File: src/rtl/serial_merge2.sv
// serial_merge2: burst round-robin merger of two 1-bit valid/ready sources into one
// registered output slot, with the channel select driving a gate-level mux2.
// Optional feature: define SERIAL_MERGE_STALL_CNT_EN to add the 8-bit stall_cnt_o
// counter (cycles with output valid but not ready, saturating at 255).

// Gate-level 2:1 multiplexer: y_o = sel_i ? b_i : a_i.
module mux2 (
  input  logic a_i,
  input  logic b_i,
  input  logic sel_i,
  output logic y_o
);
  logic sel_n;
  logic t_a;
  logic t_b;

  not u_inv (sel_n, sel_i);
  and u_and_a (t_a, a_i, sel_n);
  and u_and_b (t_b, b_i, sel_i);
  or  u_or (y_o, t_a, t_b);
endmodule

module serial_merge2 #(
  parameter int unsigned BURST = 4
) (
  input  logic       clk_i,
  input  logic       rst_ni,
  input  logic       d0_i,
  input  logic       v0_i,
  output logic       r0_o,
  input  logic       d1_i,
  input  logic       v1_i,
  output logic       r1_o,
  output logic       z_o,
  output logic       zv_o,
  input  logic       zr_i,
  output logic       ch_o,
  output logic       busy_o
`ifdef SERIAL_MERGE_STALL_CNT_EN
  ,
  output logic [7:0] stall_cnt_o
`endif
);

  typedef enum logic [1:0] {StIdle, StGrant0, StGrant1} state_e;

  state_e     state_q;
  logic       pri_q;
  logic [3:0] cnt_q;
  logic       z_q;
  logic       zv_q;
  logic       ch_q;

  logic       sel;
  logic       mux_y;
  logic       free;
  logic       xfer;
  logic       cur_v;
  logic [3:0] cnt_inc;
  logic       last;
  logic       grant_exit;

  assign sel = (state_q == StGrant1);

  mux2 u_mux (
    .a_i  (d0_i),
    .b_i  (d1_i),
    .sel_i(sel),
    .y_o  (mux_y)
  );

  // Handshake decode: readies depend only on state and the output slot, never on v*/d*.
  always_comb begin
    free       = !zv_q | zr_i;
    r0_o       = (state_q == StGrant0) & free;
    r1_o       = (state_q == StGrant1) & free;
    busy_o     = (state_q != StIdle);
    cur_v      = sel ? v1_i : v0_i;
    xfer       = (v0_i & r0_o) | (v1_i & r1_o);
    cnt_inc    = cnt_q + 4'd1;
    last       = (cnt_inc == 4'(BURST));
    // Leave on the burst-completing transfer or when the granted source goes idle.
    grant_exit = busy_o & free & (!cur_v | last);
  end

  // Arbiter FSM, burst counter, round-robin pointer and output slot.
  always_ff @(posedge clk_i) begin
    if (!rst_ni) begin
      state_q <= StIdle;
      pri_q   <= 1'b0;
      cnt_q   <= 4'd0;
      z_q     <= 1'b0;
      zv_q    <= 1'b0;
      ch_q    <= 1'b0;
    end else begin
      unique case (state_q)
        StIdle: begin
          if (v0_i && v1_i) begin
            state_q <= pri_q ? StGrant1 : StGrant0;
          end else if (v0_i) begin
            state_q <= StGrant0;
          end else if (v1_i) begin
            state_q <= StGrant1;
          end
        end
        StGrant0, StGrant1: begin
          if (grant_exit) begin
            state_q <= StIdle;
            cnt_q   <= 4'd0;
            pri_q   <= ~sel;
          end else if (xfer) begin
            cnt_q <= cnt_inc;
          end
        end
        default: state_q <= StIdle;
      endcase

      // Slot loads on transfer, empties when consumed with nothing new, else holds.
      if (xfer) begin
        z_q  <= mux_y;
        ch_q <= sel;
        zv_q <= 1'b1;
      end else if (free) begin
        zv_q <= 1'b0;
      end
    end
  end

  assign z_o  = z_q;
  assign zv_o = zv_q;
  assign ch_o = ch_q;

`ifdef SERIAL_MERGE_STALL_CNT_EN
  logic [7:0] stall_cnt_q;

  // Saturating count of backpressured cycles; cleared only by reset.
  always_ff @(posedge clk_i) begin
    if (!rst_ni) begin
      stall_cnt_q <= 8'd0;
    end else if (zv_q && !zr_i && (stall_cnt_q != 8'hff)) begin
      stall_cnt_q <= stall_cnt_q + 8'd1;
    end
  end

  assign stall_cnt_o = stall_cnt_q;
`endif

endmodule
File: config.mk
export PLATFORM = sky130hd
export DESIGN_NAME = serial_merge2
export DESIGN_NICKNAME = d
export VERILOG_FILES = /design/src/rtl/serial_merge2.sv
export SDC_FILE = /design/constraint.sdc
export NUM_CORES = 1
export LEC_CHECK = 0
export BUFFER_PORTS_ARGS = -buffer_cell sky130_fd_sc_hd__buf_4
export CORE_MARGIN = 2
export CORE_UTILIZATION = 45
export CTS_CLUSTER_DIAMETER = 50
export DETAILED_ROUTE_END_ITERATION = 10
export PLACE_DENSITY = 0.74
export REMOVE_ABC_BUFFERS = 1
export SLEW_MARGIN = 20
export SYNTH_ARGS = -nofsm -noshare
export SYNTH_HDL_FRONTEND = slang
export SYNTH_SLANG_ARGS = --single-unit
File: constraint.sdc
create_clock -name clk_i -period 3.45 [get_ports clk_i]
set_input_delay 0.1725 -clock clk_i [delete_from_list [all_inputs] [get_ports clk_i]]
set_output_delay 0.1725 -clock clk_i [all_outputs]
set_load 0.05 [all_outputs]
; After elaboration in Yosys (flattened, before gate mapping)
; Index checks and enable logic that the tools add are counted.
[classes]
n_reduce_logical = 11
muxes = 11
eq_ne = 5
addsub = 1
bitwise = 13
[op_table]
columns = operator, count
row1 = $mux 2, 5
row2 = $and 1x1->1, 8
row3 = $mux 4, 2
row4 = $reduce_and 2->1, 3
row5 = $reduce_bool 2->1, 3
row6 = $add 4x1->4 const B, 1
row7 = $eq 4x3->1 const B, 1
row8 = $ne 4x4->1 const B, 1
row9 = $or 1x1->1, 4
row10 = $pmux 2 s2, 1
row11 = $mux 1, 3
row12 = $eq 2x1->1 const B, 1
row13 = $eq 2x2->1 const B, 1
row14 = $logic_not 1->1, 2
row15 = $logic_not 2->1, 1
row16 = $ne 2x2->1 const B, 1
row17 = $reduce_or 2->1, 1
row18 = $logic_and 1x1->1, 1
row19 = $not 1->1, 1
[totals]
inputBits = 7
regBits = 10
out_inout_bits = 6
elab_cells = 47

; Logic depth before layout (Yosys ltp)
; Gate-level depths: netlist (run 1).
[logic_depth]
ltp_word = 7
depth_mapped = 6
mapped_depth_nobuf = 6

; Cells and area by module
; A second synthesis (run 1) with hierarchy kept.
[hier_totals]
hier_cells = 69
hier_area_um2 = 600.6
[by_module_without_submodules]
columns = module, instances, area_per_inst_um2, seq_area_each_um2, cells_each
row1 = serial_merge2, 1, 585.6, 200.2, 68
row2 = mux2, 1, 15.0, 0.0, 1

; Least setup slack after synthesis (run 1)
; OpenSTA, ideal clock, no wires.
[synth_path]
kind = flip-flop to flip-flop
startpoint = register state_q[0]
endpoint = register state_q[1]
required_ns = 3.333
n_path_buf = 0
setup_slack_ns = 1.785
arrival_time_ns = 1.547
setup_time_ns = 0.117
synth_period_minus_slack_ns = 1.665
stages_incl_launch_ff = 7
path_cell_list = dfxtp_1 > inv_1 > ha_1 > inv_1 > o211ai_4 > o2111a_1 > a32o_2
[synth_between]
word_cells_on_any_way = 14
cone_classes = 4 x eq/ne / 2 x mux / 3 x bitwise / 5 x reduce/logical
[synth_rtl]
columns = item, line
row1 = from (decl), 47  ; state_e state_q;
row2 = from (signal assigned), 89  ; state_q <= StIdle;
row3 = from (signal assigned), 99  ; state_q <= pri_q ? StGrant1 : StGrant0;
row4 = from (signal assigned), 101  ; state_q <= StGrant0;
row5 = $reduce_bool 2->1, 77  ; busy_o = (state_q != StIdle);
row6 = via busy_o, 38  ; output logic busy_o
row7 = $and 1x1->1 (2 in series), 83  ; grant_exit = busy_o & free & (!cur_v | last);
row8 = $ne 2x2->1 (no line), -
row9 = $reduce_and 2->1 (no line), -
; The timed path passes the listed nets, and every way through them passes these cells.
; A chain may end at the register's enable or synchronous reset.

; Worst setup path after layout (run 1)
[layout_path]
startpoint = register state_q[0]
endpoint = register state_q[1]
[layout_between]
elab_chain_cells = 7
word_cells_on_any_way = 14
cone_classes = 4 x eq/ne / 2 x mux / 3 x bitwise / 5 x reduce/logical
[layout_lines]
columns = item, line
row1 = $eq 2x2->1 *, 63  ; assign sel = (state_q == StGrant1);
row2 = via sel, 54  ; logic sel;
row3 = $mux 1, 78  ; cur_v = sel ? v1_i : v0_i;
row4 = $logic_not 1->1, 83
row5 = $or 1x1->1, 83
row6 = $and 1x1->1, 83
row7 = $ne 2x2->1 (no line), -
row8 = $reduce_and 2->1 (no line), -
; The timed path passes the listed nets; every way through them passes the cells marked *.

==> impl_metrics.csv, run 1 <==
group,metric,value,unit
grt,overflow,0,
clock_network,path_clk_slew,0.06,ns
critical_path,required,3.61,ns
power_and_ir_drop,ir_drop,0.000246,V
clock_network,max-clock-path-buffers,2,
clock_network,numClockSinks,10,
sta,period_minus_slack,1.70,ns
floorplan,std_cell_rows,13,
yosys,yosysTopAreaCell,"dfxtp_1",
yosys,yosys.cell_types.count,29,
sta,tns,0,ns
critical_path,rr_worst_depth,6,
drt,drc_errors,0,
place,gp_congestion,0.771,
power_and_ir_drop,p_leak,0.295,nW
yosys,avgSynthCellArea,8.80,um^2
grt,antenna_found_initial,0,
drt,ant_nets,0,
sta,period_share,49.3,%
clock_network,hold_buffers,0,
sta,worst_slew_pin_slew,0.489,ns
sta,fmax,588,MHz
layout,fin_nets,95,
yosys,yosys-top-cells-area,"dfxtp_1 33%, ha_1 8.4%, mux2i_1 5.0%, nand2_1 5.0%, nand2b_1 4.2%",
clock_network,post_cts_buffers,0,
layout,antenna_cells,0,
yosys,yosysWarnings,0,
critical_path,crit_path_end_kind,"flip-flop",
grt,grt_pass1_wl,2000,um
yosys,netlist_area,598,um^2
sta,hold_viol,0,
worst_hold_path,min_path_cells,2,
sta,finalSetupViolCount,0,
yosys,synthFlopType,"dfxtp_1",
critical_path,cp-start-kind,"flip-flop",
worst_hold_path,min_path_type,"input pin to flip-flop",
floorplan,die_x,40.5,um
clock_network,cts.htree.levels,1,
yosys,synth-edff-count,0,
yosys,ys_ff_latch,10,
clock_network,cts_root_buffer,"clkbuf_4",
place,dp_hpwl,961,um
yosys,yosysTopAreaCellShare,33.5,%
floorplan,die_area,1640,um^2
status,status,"complete, no violations",
sta,relSlewSlack,67.3,%
yosys,synthArstFlopShare,0,%
clock_network,post_cts_resized,0,
grt,grtUsageTotal,18.5,%
clock_network,numCtsBuffers,3,
drt,routedWlPerCell,13.0,um
sta,finClkSkew,0.00309,ns
power_and_ir_drop,p_per_area,481,nW/um^2
clock_network,cts_tree,"done",
run,drv_cap,0,
floorplan,fp.dieH,40.5,um
floorplan,io_pins,13,
yosys,yosysMostFrequentCell,"dfxtp_1",
critical_path,path_class,"flip-flop to flip-flop",
drt,dr.pass1.iters,4,
drt,vias_per_cell,5.76,
drt,wl,1260,um
drt,vias,559,
drt,drt_iter0_drc,4,
clock_network,clk_latency,0.26,ns
sta,rsz0062_at_grt,"no",
yosys,netlist_instances,68,
layout,area_growth,21.1,%
power_and_ir_drop,power.total,0.000349,W
grt,grt_max_degree,11,
floorplan,coreArea,1270,um^2
sta,slew_viol_final,0,
place,portBuffers,12,
critical_path,critPathArrivalTime,1.86,ns
critical_path,crit_fanout,6,
floorplan,start_util,47.1,%
layout,layout-drive-gt1-share,24.4,%
grt,grt_pass1_vias,470,
yosys,seq_area_frac_synth,33.5,%
yosys,synth_commonest_cells,"10 x dfxtp_1, 8 x nand2_1, 6 x inv_1",
layout make-up:
type                    instances  area, um^2
inverters                       6        22.5
well taps                      15        18.8
flip-flops and latches         10         200
repair buffers                 12        90.1
multi-input cells              51         370
fillers                       124         544
clock buffers                   3        22.5
metal layers:
metal	share of wire [%]	vias up	track usage [%]
li1	-	283	-
met1	45	257	25.2
met2	47	17	27.0
met3	7.0	2	6.67
met4	0.79	0	5.00
met5	0	-	0
worst max-delay path: stages, from the launching register on:
cell and delay, ns:
dfxtp_1 0.33, inv_1 0.08, ha_1 0.27, mux2i_1 0.37, o211ai_4 0.16, o2111a_1 0.18, a32o_2 0.21
cell families after synthesis:
group	share of synthesized area, %
AO/OA/AOI/OAI	20.7
adder cells (fa/ha/maj)	8.37
buffers and inverters	4.60
flip-flops	33.5
multiplexers	5.02
AND/OR/NAND/NOR	27.8
power by group:
| part | internal, W | total [W] | switching, W |
|---|---|---|---|
| clock network | 0.0000403 | 0.0000794 | 0.0000391 |
| logic | 0.0000472 | 0.000139 | 0.0000918 |
| registers | 0.000124 | 0.000130 | 0.00000620 |
per-stage QoR:
step / setup slack [ns] / hold WS [ns] / area (um^2) / util (%) / std cells
finish: 1.75 / 0.189 / 724 / 57.1 / 97
global route: 1.67 / 0.192 / 724 / 57.1 / 97
CTS: 1.76 / 0.178 / 724 / 57.1 / 97
detailed placement: 1.76 / 0.454 / 702 / 55.3 / 94
global placement: 1.81 / 0.452 / 702 / 55.3 / 94
floorplan: 1.79 / 0.322 / 593 / - / 67
registers in the layout, summed over array words and instances, names as in the netlist:
| name | flops |
|---|---|
| state_q | 2 |
| ch_o | 1 |
| pri_q | 1 |
| zv_o | 1 |
| cnt_q | 4 |
| z_o | 1 |
worst paths after layout:
check | endpoint | slack (ns) | start
hold / removal | state_q[0]$_SDFFE_PN0P_ | 0.19 | v0_i
setup reg to reg | state_q[1]$_SDFFE_PN0P_ | 1.75 | state_q[0]$_SDFFE_PN0P_
hold reg to reg | ch_o$_SDFFE_PN0P_ | 0.48 | ch_o$_SDFFE_PN0P_
setup / recovery | state_q[1]$_SDFFE_PN0P_ | 1.75 | state_q[0]$_SDFFE_PN0P_
cells in the final DEF (no fill, tap or decap), drive strengths merged, types with 2 or more instances in the layout:
cell | netlist | routed
buf | 1 | 12
dfxtp | 10 | 10
nand2 | 8 | 8
inv | 6 | 6
nand2b | 4 | 4
nor2 | 4 | 4
ha | 4 | 4
mux2i | 3 | 3
a21oi | 3 | 3
nand4 | 3 | 3
clkbuf | 0 | 3
nand3 | 3 | 3
o22ai | 2 | 2
o21ai | 2 | 2
a32o | 2 | 2
No activity file was read; power rests on OpenSTA's default activity.
==> run 2: changes to the inputs <==
--- a/config.mk
+++ b/config.mk
@@ -10,7 +10,7 @@
 export CORE_UTILIZATION = 45
 export CTS_CLUSTER_DIAMETER = 50
 export DETAILED_ROUTE_END_ITERATION = 10
-export PLACE_DENSITY = 0.74
+export PLACE_DENSITY = 0.77
 export REMOVE_ABC_BUFFERS = 1
 export SLEW_MARGIN = 20
 export SYNTH_ARGS = -nofsm -noshare
==> constraint.sdc (replaced) <==
create_clock -name clk_i -period 1.55 [get_ports clk_i]
set_input_delay 0.0775 -clock clk_i [delete_from_list [all_inputs] [get_ports clk_i]]
set_output_delay 0.0775 -clock clk_i [all_outputs]
set_load 0.05 [all_outputs]
==> impl_metrics.csv, run 2 (synthesis gave the netlist of run 1 again) <==
group,metric,value,unit
status,status,"complete, no violations",
drt,dr.pass1.iters,4,
critical_path,path_delay_family,"compound AO/OA/AOI/OAI gates",
worst_hold_path,hp-start,"v0_i",
sta,worst_slew_pin_slew,0.298,ns
place,portBuffers,12,
critical_path,r2r_start,"state_q[0]$_SDFFE_PN0P_",
critical_path,cpPeakStageDelay,0.35,ns
layout,antenna_cells,0,
floorplan,io_pins,13,
layout,largest_reg_flops,4,
sta,finalSetupViolCount,0,
grt,overflow,0,
worst_hold_path,hold_end,"state_q[0]$_SDFFE_PN0P_",
critical_path,path_cells,"inv_4 > ha_4 > mux2i_4 > o211ai_4 > o2111a_1 > a32o_1",
clock_network,path_clk_slew,0.07,ns
floorplan,die_x,40.5,um
drt,vias_per_cell,5.58,
layout,reg_top3,"cnt_q: 4 flops, state_q: 2 flops",
power_and_ir_drop,swShare,37.7,%
layout,utilization,66.7,%
drt,drt_iter0_drc,11,
grt,grt_max_degree,11,
power_and_ir_drop,share_comb_of_total_power,41.6,%
layout,area_growth,41.4,%
layout,layout-drive-gt1-share,39.8,%
place,placed_cell_area,739,um^2
floorplan,coreArea,1270,um^2
clock_network,post_cts_buffers,0,
layout,final_area,846,um^2
drt,ant_nets,0,
sta,period_minus_slack,1.49,ns
critical_path,crit_buf_inv,1,
critical_path,reg2reg_to,"state_q[0]$_SDFFE_PN0P_",
sta,finClkSkew,0.00400,ns
place,gp_congestion,0.819,
run,drv_cap,0,
floorplan,fp.dieH,40.5,um
critical_path,r2r_slack,0.06,ns
floorplan,std_cell_rows,13,
clock_network,clk_latency,0.27,ns
critical_path,critPathArrivalTime,1.71,ns
worst_hold_path,min_path_type,"input pin to flip-flop",
layout,top_register,"cnt_q",
layout,layout_commonest_cell,"buf_4",
critical_path,cp-start-kind,"flip-flop",
power_and_ir_drop,p_seq_share,31.8,%
power_and_ir_drop,p_clk_share,26.6,%
floorplan,start_util,47.1,%
grt,grtUsageTotal,18.8,%
worst_hold_path,min_path_cells,2,
grt,grt_pass1_vias,470,
drt,wl,1370,um
clock_network,max-clock-path-buffers,2,
clock_network,cts_tree,"done",
clock_network,cts_root_buffer,"clkbuf_4",
power_and_ir_drop,p_per_area,1090,nW/um^2
sta,slew_viol_final,0,
power_and_ir_drop,ir_drop,0.000722,V
place,dp_hpwl,978,um
layout,fin_nets,100,
clock_network,hold_buffers,0,
drt,drc_errors,0,
power_and_ir_drop,switchingPower,0.000348,W
floorplan,die_area,1640,um^2
clock_network,numCtsBuffers,3,
grt,antenna_found_initial,0,
sta,relSlewSlack,80.1,%
clock_network,cts.htree.levels,1,
grt,grt_pass1_wl,2000,um
drt,vias,575,
sta,fmax,669,MHz
critical_path,cpMaxStageDelayCell,"dfxtp_2",
power_and_ir_drop,internal_power,0.000575,W
critical_path,crit_path_end_kind,"flip-flop",
critical_path,path_class,"flip-flop to flip-flop",
critical_path,rr_worst_depth,6,
critical_path,crit_fanout,5,
layout,fillers,102,
power_and_ir_drop,p_leak,0.334,nW
sta,period_share,96.4,%
drt,routedWlPerCell,13.3,um
sta,hold_viol,0,
critical_path,required,1.76,ns
clock_network,numClockSinks,10,
layout,final_cell_mix,"16 x buf_4, 9 x dfxtp_1, 8 x nand2_1",
run 2: what timing repair did:
item                                   in CTS  in global routing
resized for setup                           3                 12
setup endpoints to repair                   3                  6
endpoints found under the hold margin       0                  0
cloned                                      0                  0
pin swaps                                   0                  2
run 2: final cells by class:
| type | count | area, um^2 | area share [%] |
|---|---|---|---|
| Tap cell | 15 | 18.8 | 2.22 |
| Timing Repair Buffer | 17 | 131 | 15.5 |
| Inverter | 6 | 25.0 | 2.96 |
| Multi-Input combinational cell | 51 | 433 | 51.2 |
| Clock buffer | 4 | 36.3 | 4.29 |
| Sequential cell | 10 | 201 | 23.8 |
run 2: worst max path at each step:
stage               cells past startpoint                    start                       to  slack [ns]
finish                                  6  state_q[0]$_SDFFE_PN0P_  state_q[0]$_SDFFE_PN0P_        0.06
global route                            6  state_q[0]$_SDFFE_PN0P_  state_q[0]$_SDFFE_PN0P_      -0.009
CTS                                     6  state_q[0]$_SDFFE_PN0P_  state_q[1]$_SDFFE_PN0P_        0.01
detailed placement                      6  state_q[0]$_SDFFE_PN0P_  state_q[1]$_SDFFE_PN0P_       -0.02
global placement                        6  state_q[0]$_SDFFE_PN0P_  state_q[1]$_SDFFE_PN0P_        0.01
floorplan                               6  state_q[0]$_SDFFE_PN0P_  state_q[1]$_SDFFE_PN0P_       -0.11
run 2: per-layer routing:
| metal | GRT usage [%] | share of wire (%) | vias up |
|---|---|---|---|
| li1 | - | - | 290 |
| met1 | 25.5 | 49 | 270 |
| met2 | 26.6 | 46 | 13 |
| met3 | 5.00 | 4.2 | 2 |
| met4 | 10.0 | 0.95 | 0 |
| met5 | 0 | 0 | - |
run 2: power groups by stage:
| stage | Clock, W | Combinational [W] | Sequential (W) |
|---|---|---|---|
| 2_1_floorplan | 0 | 0.000202 | 0.000318 |
| 3_3_place_gp | 0 | 0.000333 | 0.000293 |
| 3_5_place_dp | 0 | 0.000335 | 0.000294 |
| 4_1_cts | 0.000244 | 0.000340 | 0.000288 |
| 5_1_grt | 0.000259 | 0.000410 | 0.000296 |
| 6_report | 0.000245 | 0.000384 | 0.000294 |
run 2: per-stage QoR:
step	TNS [ns]	power [W]	hold slack, ns	setup WS, ns	std cells
after global placement	0	0.000626	0.361	0.0103	99
final	0	0.000923	0.111	0.0558	103
after floorplan	-0.212	0.000520	0.227	-0.115	67
after CTS	0	0.000873	0.0923	0.0149	103
after detailed placement	-0.0577	0.000628	0.363	-0.0238	99
after global routing	-0.0138	0.000966	0.111	-0.00938	103
